## src/rtl/mips_ctrl_pkg.sv

```systemverilog
// Shared encodings for the multi-cycle MIPS control path: opcodes, FSM states and ALU operations.
// The ALU decoder imports the same aluop constants.
package mips_ctrl_pkg;

  localparam logic [5:0] OP_RTYPE = 6'b000000;
  localparam logic [5:0] OP_J     = 6'b000010;
  localparam logic [5:0] OP_BEQ   = 6'b000100;
  localparam logic [5:0] OP_ADDI  = 6'b001000;
  localparam logic [5:0] OP_ORI   = 6'b001101;
  localparam logic [5:0] OP_LW    = 6'b100011;
  localparam logic [5:0] OP_SW    = 6'b101011;

  localparam logic [1:0] ALUOP_ADD   = 2'b00;
  localparam logic [1:0] ALUOP_SUB   = 2'b01;
  localparam logic [1:0] ALUOP_FUNCT = 2'b10;
  localparam logic [1:0] ALUOP_OR    = 2'b11;

  typedef enum logic [3:0] {
    StFetch   = 4'd0,
    StDecode  = 4'd1,
    StMemAdr  = 4'd2,
    StMemRd   = 4'd3,
    StMemWb   = 4'd4,
    StMemWr   = 4'd5,
    StRtypeEx = 4'd6,
    StRtypeWb = 4'd7,
    StBeqEx   = 4'd8,
    StAddiEx  = 4'd9,
    StAddiWb  = 4'd10,
    StOriEx   = 4'd11,
    StOriWb   = 4'd12,
    StJEx     = 4'd13
  } state_e;

  function automatic logic is_legal(logic [5:0] op);
    return (op == OP_RTYPE) || (op == OP_J) || (op == OP_BEQ) || (op == OP_ADDI) ||
           (op == OP_ORI) || (op == OP_LW) || (op == OP_SW);
  endfunction

endpackage

```

## src/rtl/mc_ctrl_fsm_if.sv

```systemverilog
// Control bundle between the main FSM (master) and the multi-cycle datapath (slave).
interface mc_ctrl_fsm_if;
  logic [5:0] opcode;
  logic       mem_ready;
  logic       memwrite;
  logic       irwrite;
  logic       regwrite;
  logic       pcwrite;
  logic       branch;
  logic       iord;
  logic       alusrca;
  logic       regdst;
  logic       memtoreg;
  logic       immzext;
  logic [1:0] alusrcb;
  logic [1:0] pcsrc;
  logic [1:0] aluop;
  logic       illegal;
  logic [3:0] state;

  modport master (
    input  opcode, mem_ready,
    output memwrite, irwrite, regwrite, pcwrite, branch,
    output iord, alusrca, regdst, memtoreg, immzext,
    output alusrcb, pcsrc, aluop, illegal, state
  );

  modport slave (
    output opcode, mem_ready,
    input  memwrite, irwrite, regwrite, pcwrite, branch,
    input  iord, alusrca, regdst, memtoreg, immzext,
    input  alusrcb, pcsrc, aluop, illegal, state
  );
endinterface

```

## src/rtl/mc_ctrl_fsm.sv

```systemverilog
// Main control FSM for the multi-cycle MIPS datapath: one state per cycle,
// stalling in FETCH, MEMRD and MEMWR until mem_ready.
module mc_ctrl_fsm
  import mips_ctrl_pkg::*;
(
  input logic           clk,
  input logic           reset_n,
  mc_ctrl_fsm_if.master bus
);

  state_e state_q, state_d;

  always_ff @(posedge clk or negedge reset_n) begin
    if (!reset_n) begin
      state_q <= StFetch;
    end else begin
      state_q <= state_d;
    end
  end

  always_comb begin
    state_d = state_q;
    case (state_q)
      StFetch:  if (bus.mem_ready) state_d = StDecode;
      StDecode: begin
        case (bus.opcode)
          OP_LW, OP_SW: state_d = StMemAdr;
          OP_RTYPE:     state_d = StRtypeEx;
          OP_BEQ:       state_d = StBeqEx;
          OP_ADDI:      state_d = StAddiEx;
          OP_ORI:       state_d = StOriEx;
          OP_J:         state_d = StJEx;
          default:      state_d = StFetch;
        endcase
      end
      StMemAdr:  state_d = (bus.opcode == OP_LW) ? StMemRd : StMemWr;
      StMemRd:   if (bus.mem_ready) state_d = StMemWb;
      StMemWr:   if (bus.mem_ready) state_d = StFetch;
      StRtypeEx: state_d = StRtypeWb;
      StAddiEx:  state_d = StAddiWb;
      StOriEx:   state_d = StOriWb;
      StMemWb, StRtypeWb, StAddiWb, StOriWb, StBeqEx, StJEx: state_d = StFetch;
      default:   state_d = StFetch;
    endcase
  end

  always_comb begin
    bus.memwrite = 1'b0;
    bus.irwrite  = 1'b0;
    bus.regwrite = 1'b0;
    bus.pcwrite  = 1'b0;
    bus.branch   = 1'b0;
    bus.iord     = 1'b0;
    bus.alusrca  = 1'b0;
    bus.regdst   = 1'b0;
    bus.memtoreg = 1'b0;
    bus.immzext  = 1'b0;
    bus.alusrcb  = 2'b00;
    bus.pcsrc    = 2'b00;
    bus.aluop    = ALUOP_ADD;
    bus.illegal  = 1'b0;
    case (state_q)
      StFetch: begin
        // Fetch enables follow the handshake so a stalled fetch never latches IR/PC.
        bus.alusrcb = 2'b01;
        bus.irwrite = bus.mem_ready;
        bus.pcwrite = bus.mem_ready;
      end
      StDecode: begin
        bus.alusrcb = 2'b11;
        bus.illegal = !is_legal(bus.opcode);
      end
      StMemAdr: begin
        bus.alusrca = 1'b1;
        bus.alusrcb = 2'b10;
      end
      StMemRd: bus.iord = 1'b1;
      StMemWb: begin
        bus.memtoreg = 1'b1;
        bus.regwrite = 1'b1;
      end
      StMemWr: begin
        bus.iord     = 1'b1;
        bus.memwrite = 1'b1;
      end
      StRtypeEx: begin
        bus.alusrca = 1'b1;
        bus.aluop   = ALUOP_FUNCT;
      end
      StRtypeWb: begin
        bus.regdst   = 1'b1;
        bus.regwrite = 1'b1;
      end
      StBeqEx: begin
        bus.alusrca = 1'b1;
        bus.aluop   = ALUOP_SUB;
        bus.pcsrc   = 2'b01;
        bus.branch  = 1'b1;
      end
      StAddiEx: begin
        bus.alusrca = 1'b1;
        bus.alusrcb = 2'b10;
      end
      StOriEx: begin
        bus.alusrca = 1'b1;
        bus.alusrcb = 2'b10;
        bus.aluop   = ALUOP_OR;
        bus.immzext = 1'b1;
      end
      StAddiWb, StOriWb: bus.regwrite = 1'b1;
      StJEx: begin
        bus.pcsrc   = 2'b10;
        bus.pcwrite = 1'b1;
      end
      default: ;
    endcase
    // Reset kills enables combinationally so an aborted store drops memwrite without a clock.
    if (!reset_n) begin
      bus.memwrite = 1'b0;
      bus.irwrite  = 1'b0;
      bus.regwrite = 1'b0;
      bus.pcwrite  = 1'b0;
      bus.branch   = 1'b0;
      bus.illegal  = 1'b0;
    end
  end

  assign bus.state = state_q;

endmodule

```

## src/flat_wrapper.sv

```systemverilog
// flat-port wrapper written by rule: the top's interface ports become plain ports
module mc_ctrl_fsm_flat import mips_ctrl_pkg::*;
  (clk, reset_n, bus_opcode, bus_mem_ready, bus_memwrite, bus_irwrite, bus_regwrite, bus_pcwrite, bus_branch, bus_iord, bus_alusrca, bus_regdst, bus_memtoreg, bus_immzext, bus_alusrcb, bus_pcsrc, bus_aluop, bus_illegal, bus_state);
  mc_ctrl_fsm_if bus_i ();
  input logic clk;
  input logic reset_n;
  input wire logic [$bits(bus_i.opcode)-1:0] bus_opcode;
  input wire logic [$bits(bus_i.mem_ready)-1:0] bus_mem_ready;
  output wire logic [$bits(bus_i.memwrite)-1:0] bus_memwrite;
  output wire logic [$bits(bus_i.irwrite)-1:0] bus_irwrite;
  output wire logic [$bits(bus_i.regwrite)-1:0] bus_regwrite;
  output wire logic [$bits(bus_i.pcwrite)-1:0] bus_pcwrite;
  output wire logic [$bits(bus_i.branch)-1:0] bus_branch;
  output wire logic [$bits(bus_i.iord)-1:0] bus_iord;
  output wire logic [$bits(bus_i.alusrca)-1:0] bus_alusrca;
  output wire logic [$bits(bus_i.regdst)-1:0] bus_regdst;
  output wire logic [$bits(bus_i.memtoreg)-1:0] bus_memtoreg;
  output wire logic [$bits(bus_i.immzext)-1:0] bus_immzext;
  output wire logic [$bits(bus_i.alusrcb)-1:0] bus_alusrcb;
  output wire logic [$bits(bus_i.pcsrc)-1:0] bus_pcsrc;
  output wire logic [$bits(bus_i.aluop)-1:0] bus_aluop;
  output wire logic [$bits(bus_i.illegal)-1:0] bus_illegal;
  output wire logic [$bits(bus_i.state)-1:0] bus_state;
  assign bus_i.opcode = bus_opcode;
  assign bus_i.mem_ready = bus_mem_ready;
  assign bus_memwrite = bus_i.memwrite;
  assign bus_irwrite = bus_i.irwrite;
  assign bus_regwrite = bus_i.regwrite;
  assign bus_pcwrite = bus_i.pcwrite;
  assign bus_branch = bus_i.branch;
  assign bus_iord = bus_i.iord;
  assign bus_alusrca = bus_i.alusrca;
  assign bus_regdst = bus_i.regdst;
  assign bus_memtoreg = bus_i.memtoreg;
  assign bus_immzext = bus_i.immzext;
  assign bus_alusrcb = bus_i.alusrcb;
  assign bus_pcsrc = bus_i.pcsrc;
  assign bus_aluop = bus_i.aluop;
  assign bus_illegal = bus_i.illegal;
  assign bus_state = bus_i.state;
  mc_ctrl_fsm u_core (.clk(clk), .reset_n(reset_n), .bus(bus_i));
endmodule
```

## config.mk

```make
export PLATFORM = sky130hd
export DESIGN_NAME = mc_ctrl_fsm_flat
export DESIGN_NICKNAME = d
export VERILOG_FILES = /design/src/rtl/mips_ctrl_pkg.sv /design/src/rtl/mc_ctrl_fsm_if.sv /design/src/rtl/mc_ctrl_fsm.sv /design/src/flat_wrapper.sv
export SDC_FILE = /design/constraint.sdc
export NUM_CORES = 1
export LEC_CHECK = 0
export CORE_MARGIN = 1.5
export CORE_UTILIZATION = 39
export CTS_CLUSTER_DIAMETER = 50
export DETAILED_ROUTE_END_ITERATION = 12
export PLACE_DENSITY = 0.78
export SLEW_MARGIN = 25
export SYNTH_ARGS = -nofsm -noshare
export SYNTH_HDL_FRONTEND = slang
export SYNTH_SLANG_ARGS = --single-unit
```

## constraint.sdc

```tcl
create_clock -name clk -period 2 [get_ports clk]
set_clock_uncertainty 0.15 [all_clocks]
set_input_delay 0.4 -clock clk [delete_from_list [all_inputs] [get_ports clk]]
set_output_delay 0.4 -clock clk [all_outputs]
set_load 0.02 [all_outputs]
```

==> out/qor.csv <==
stage,metric,value,unit
status,status,finished with violations,
status,failed_checks,setup timing,
critical_path,worstSetupEndpointType,register,
floorplan,die_area,0.001833,mm2
job,cap_violations,0,
critical_path,rr_startpoint,u_core.bus.state[1],
clock_tree,cts_sinks,4,
final_layout,fin_nets,158,
floorplan,die_h,42.81,um
critical_path,rr_endpoint,u_core.bus.state[2],
timing,finalCritPeriodShare,1.020,
critical_path,cp.arrival,2.03,ns
synthesis,ys_types,38,
critical_path,critPathLaunch,u_core.bus.state[1],
timing,worst_pin_slew,0.2752,ns
grt,grt_pass1_vias,838,
final_layout,drive_above_1_share,0.5442,
synthesis,syn-mean-instance-area,7.187,um2
timing,period_needed,2.039,ns
clock_tree,clock_latency,0.23,ns
timing,finalHoldViolCount,0,
timing,maxSlewViolCount,0,
floorplan,fp.dieW,42.81,um
synthesis,synth_top_cell_by_area,dfrtp_1,
floorplan,start_util,0.4151,
drt,via_per_inst,5.871,
timing,max_freq,490.3,MHz
grt,grt_pass1_wl,3933,um
drt,drt_first_pass_iters,4,
placed_design,hpwl,1797,um
drt,antenna_left,0,
synthesis,synth_top_area_frac,0.1619,
power_and_ir_drop,p_leak,0.6042,nW
timing,worst_slack,-0.03940,ns
synthesis,syn-num-nets,95,
drt,drtIter0Drc,26,
drt,vias,957,
synthesis,synthTopCellsByArea,"dfrtp_1 16%, nor2b_1 6.1%, nor3_1 5.7%",
power_and_ir_drop,ir_drop,0.0008631,V
final_layout,largest_reg_flops,4,
synthesis,ys_warn_count,0,
clock_tree,clockBufferDepth,2,
placed_design,place_area,0.001137,mm2
drt,wl_per_cell,17.18,um
timing,slew_headroom,0.8136,
final_layout,n_antenna_cell,0,
clock_tree,cts_buffers,3,
final_layout,area_growth,100.2,%
critical_path,r2r_slack,-0.04,ns
final_layout,seq_area,105.1,um2
critical_path,crit_end,u_core.bus.state[2],
worst_hold_path,hold_class,input port to asynchronous set/reset pin,
critical_path,critPathKind,register to register,
critical_path,rr_worst_depth,5,
clock_tree,cts_tree,yes,
floorplan,io_pins,30,
placed_design,port_buffers,29,
final_layout,fillers,98,
synthesis,yosysSeqAreaShare,0.1619,
clock_tree,cts-htree-levels,1,
grt,grt_use_total,0.2865,
critical_path,worstPathRequired,1.99,ns
final_layout,stdcell_area,0.001237,mm2
floorplan,core_area,0.001489,mm2
placed_design,gp_congestion,0.8662,
timing,grt_setup_unrepaired,yes,
critical_path,crit_path_max_fanout,5,
grt,overflow,0,
timing,finalSetupViolCount,4,
grt,grt_antenna_before_repair,0,
power_and_ir_drop,power_density,1044,mW/mm2
grt,grt_max_degree,14,
drt,drc,0,
synthesis,netlist_instances,86,
synthesis,synth_area,618.1,um2
clock_tree,clk_pin_slew,0.04,ns
drt,wl,2800,um
clock_tree,clockRootBuffer,clkbuf_4,
synthesis,synth_seq_cells,4,
final_layout,multi_input_area,564.3,um2
placed_design,pre_cts_ws,-0.8172,ns
floorplan,fp-row-count,14,
critical_path,startpoint_type,register,
-- layer usage --
metal  up-vias  track usage  wire, um
met5         -            0         0
met4         0       0.1438       110
met3        12      0.04255       154
met2        42       0.4909      1404
met1       463       0.3420      1129
li1        440            -         -
-- per-stage QoR --
step | utilization | hold slack, ns | cells | power (mW) | TNS [ns]
floorplan | - | -0.04559 | 86 | 0.6072 | 0
global placement | 0.7639 | 0.5728 | 154 | 1.040 | -3.867
detailed placement | 0.7639 | 0.6071 | 154 | 1.065 | -4.365
CTS | 0.7824 | 0.1691 | 158 | 1.156 | -0.06357
global route | 0.8311 | 0.1975 | 163 | 1.370 | -0.3340
finish | 0.8311 | 0.2048 | 163 | 1.292 | -0.09093
-- cell families after synthesis --
kind of cell    count (synthesis)  synth area share
compound gates                 25            0.2733
fa+ha+maj                       1           0.01619
xor+xnor                        3           0.04252
mux                             3           0.05263
buf+inv                        10           0.06679
flops                           4            0.1619
simple gates                   40            0.3866
-- layout make-up --
| class | instances | share of cell area |
|---|---|---|
| sequential | 4 | 0.08493 |
| multi-input combinational | 72 | 0.4560 |
| inverter | 2 | 0.006067 |
| tap | 16 | 0.01618 |
| timing repair buffer | 66 | 0.4186 |
| clock buffer | 3 | 0.01820 |
-- Yosys cell counts, drive strengths merged --
| cell | count |
|---|---|
| a21o | 2 |
| a21oi | 3 |
| a22oi | 2 |
| and2 | 1 |
| and3 | 1 |
| and4 | 1 |
| and4b | 1 |
| buf | 3 |
| clkbuf | 5 |
| dfrtp | 4 |
| inv | 2 |
| maj3 | 1 |
| mux2 | 2 |
| mux2i | 1 |
| nand2 | 5 |
| nand2b | 4 |
| nand4b | 1 |
| nor2 | 6 |
| nor2b | 6 |
| nor3 | 7 |
| nor3b | 2 |
| nor4 | 1 |
| o2111a | 1 |
| o211ai | 1 |
| o21a | 1 |
| o21ai | 7 |
| o21bai | 1 |
| o22ai | 3 |
| o311a | 1 |
| o311ai | 1 |
| o31ai | 1 |
| o32a | 1 |
| or2 | 1 |
| or3 | 2 |
| or4b | 1 |
| xnor2 | 3 |
-- critical path, cell delays in order (launching register included) --
cell and delay, ns:
dfrtp_2 0.46, buf_4 0.16, or4b_4 0.57, nor4_4 0.30, o31ai_1 0.11, o211ai_1 0.19
-- what timing repair did --
action,in CTS,in global routing
pin swaps,6,9
gates resized for setup,93,28
hold buffers,0,0
buffers inserted,1,5
setup endpoints to repair,20,19
-- how the worst min path moves through the flow --
| stage | to | cells past startpoint | startpoint | slack (ns) |
|---|---|---|---|---|
| floorplan | u_core.bus.state[0] | 0 | reset_n | -0.05 |
| global placement | u_core.bus.state[1] | 2 | u_core.bus.state[1] | 0.57 |
| detailed placement | u_core.bus.state[0] | 2 | u_core.bus.state[3] | 0.61 |
| CTS | u_core.bus.state[1] | 2 | reset_n | 0.17 |
| global route | u_core.bus.state[0] | 2 | reset_n | 0.20 |
| finish | u_core.bus.state[1] | 2 | reset_n | 0.20 |
-- where the power goes --
part / switching [mW] / leakage, nW / internal (mW)
Sequential: 0.0596 / 0.0474 / 0.112
Combinational: 0.504 / 0.543 / 0.515
Clock: 0.0343 / 0.0138 / 0.0672
-- layout by cell type (no fill, tap or decap), types with 2 or more instances in the layout --
cell              n
nor2_1            5
clkbuf_4          3
dlygate4sd2_1     5
nand2b_1          2
buf_2            10
nor2b_1           3
buf_6             3
nor3_1            4
mux2_1            2
buf_8             2
o21ai_0           5
o21ai_1           2
dfrtp_2           4
nor2b_2           2
nand2_1           5
nand2b_4          2
a21o_1            2
clkdlybuf4s50_1   3
nor3_2            3
or3_1             2
a22oi_1           2
buf_4            39
clkdlybuf4s15_1   2
xnor2_1           2
o22ai_1           2
a21oi_1           2
Power figures use the tool's default switching activity.
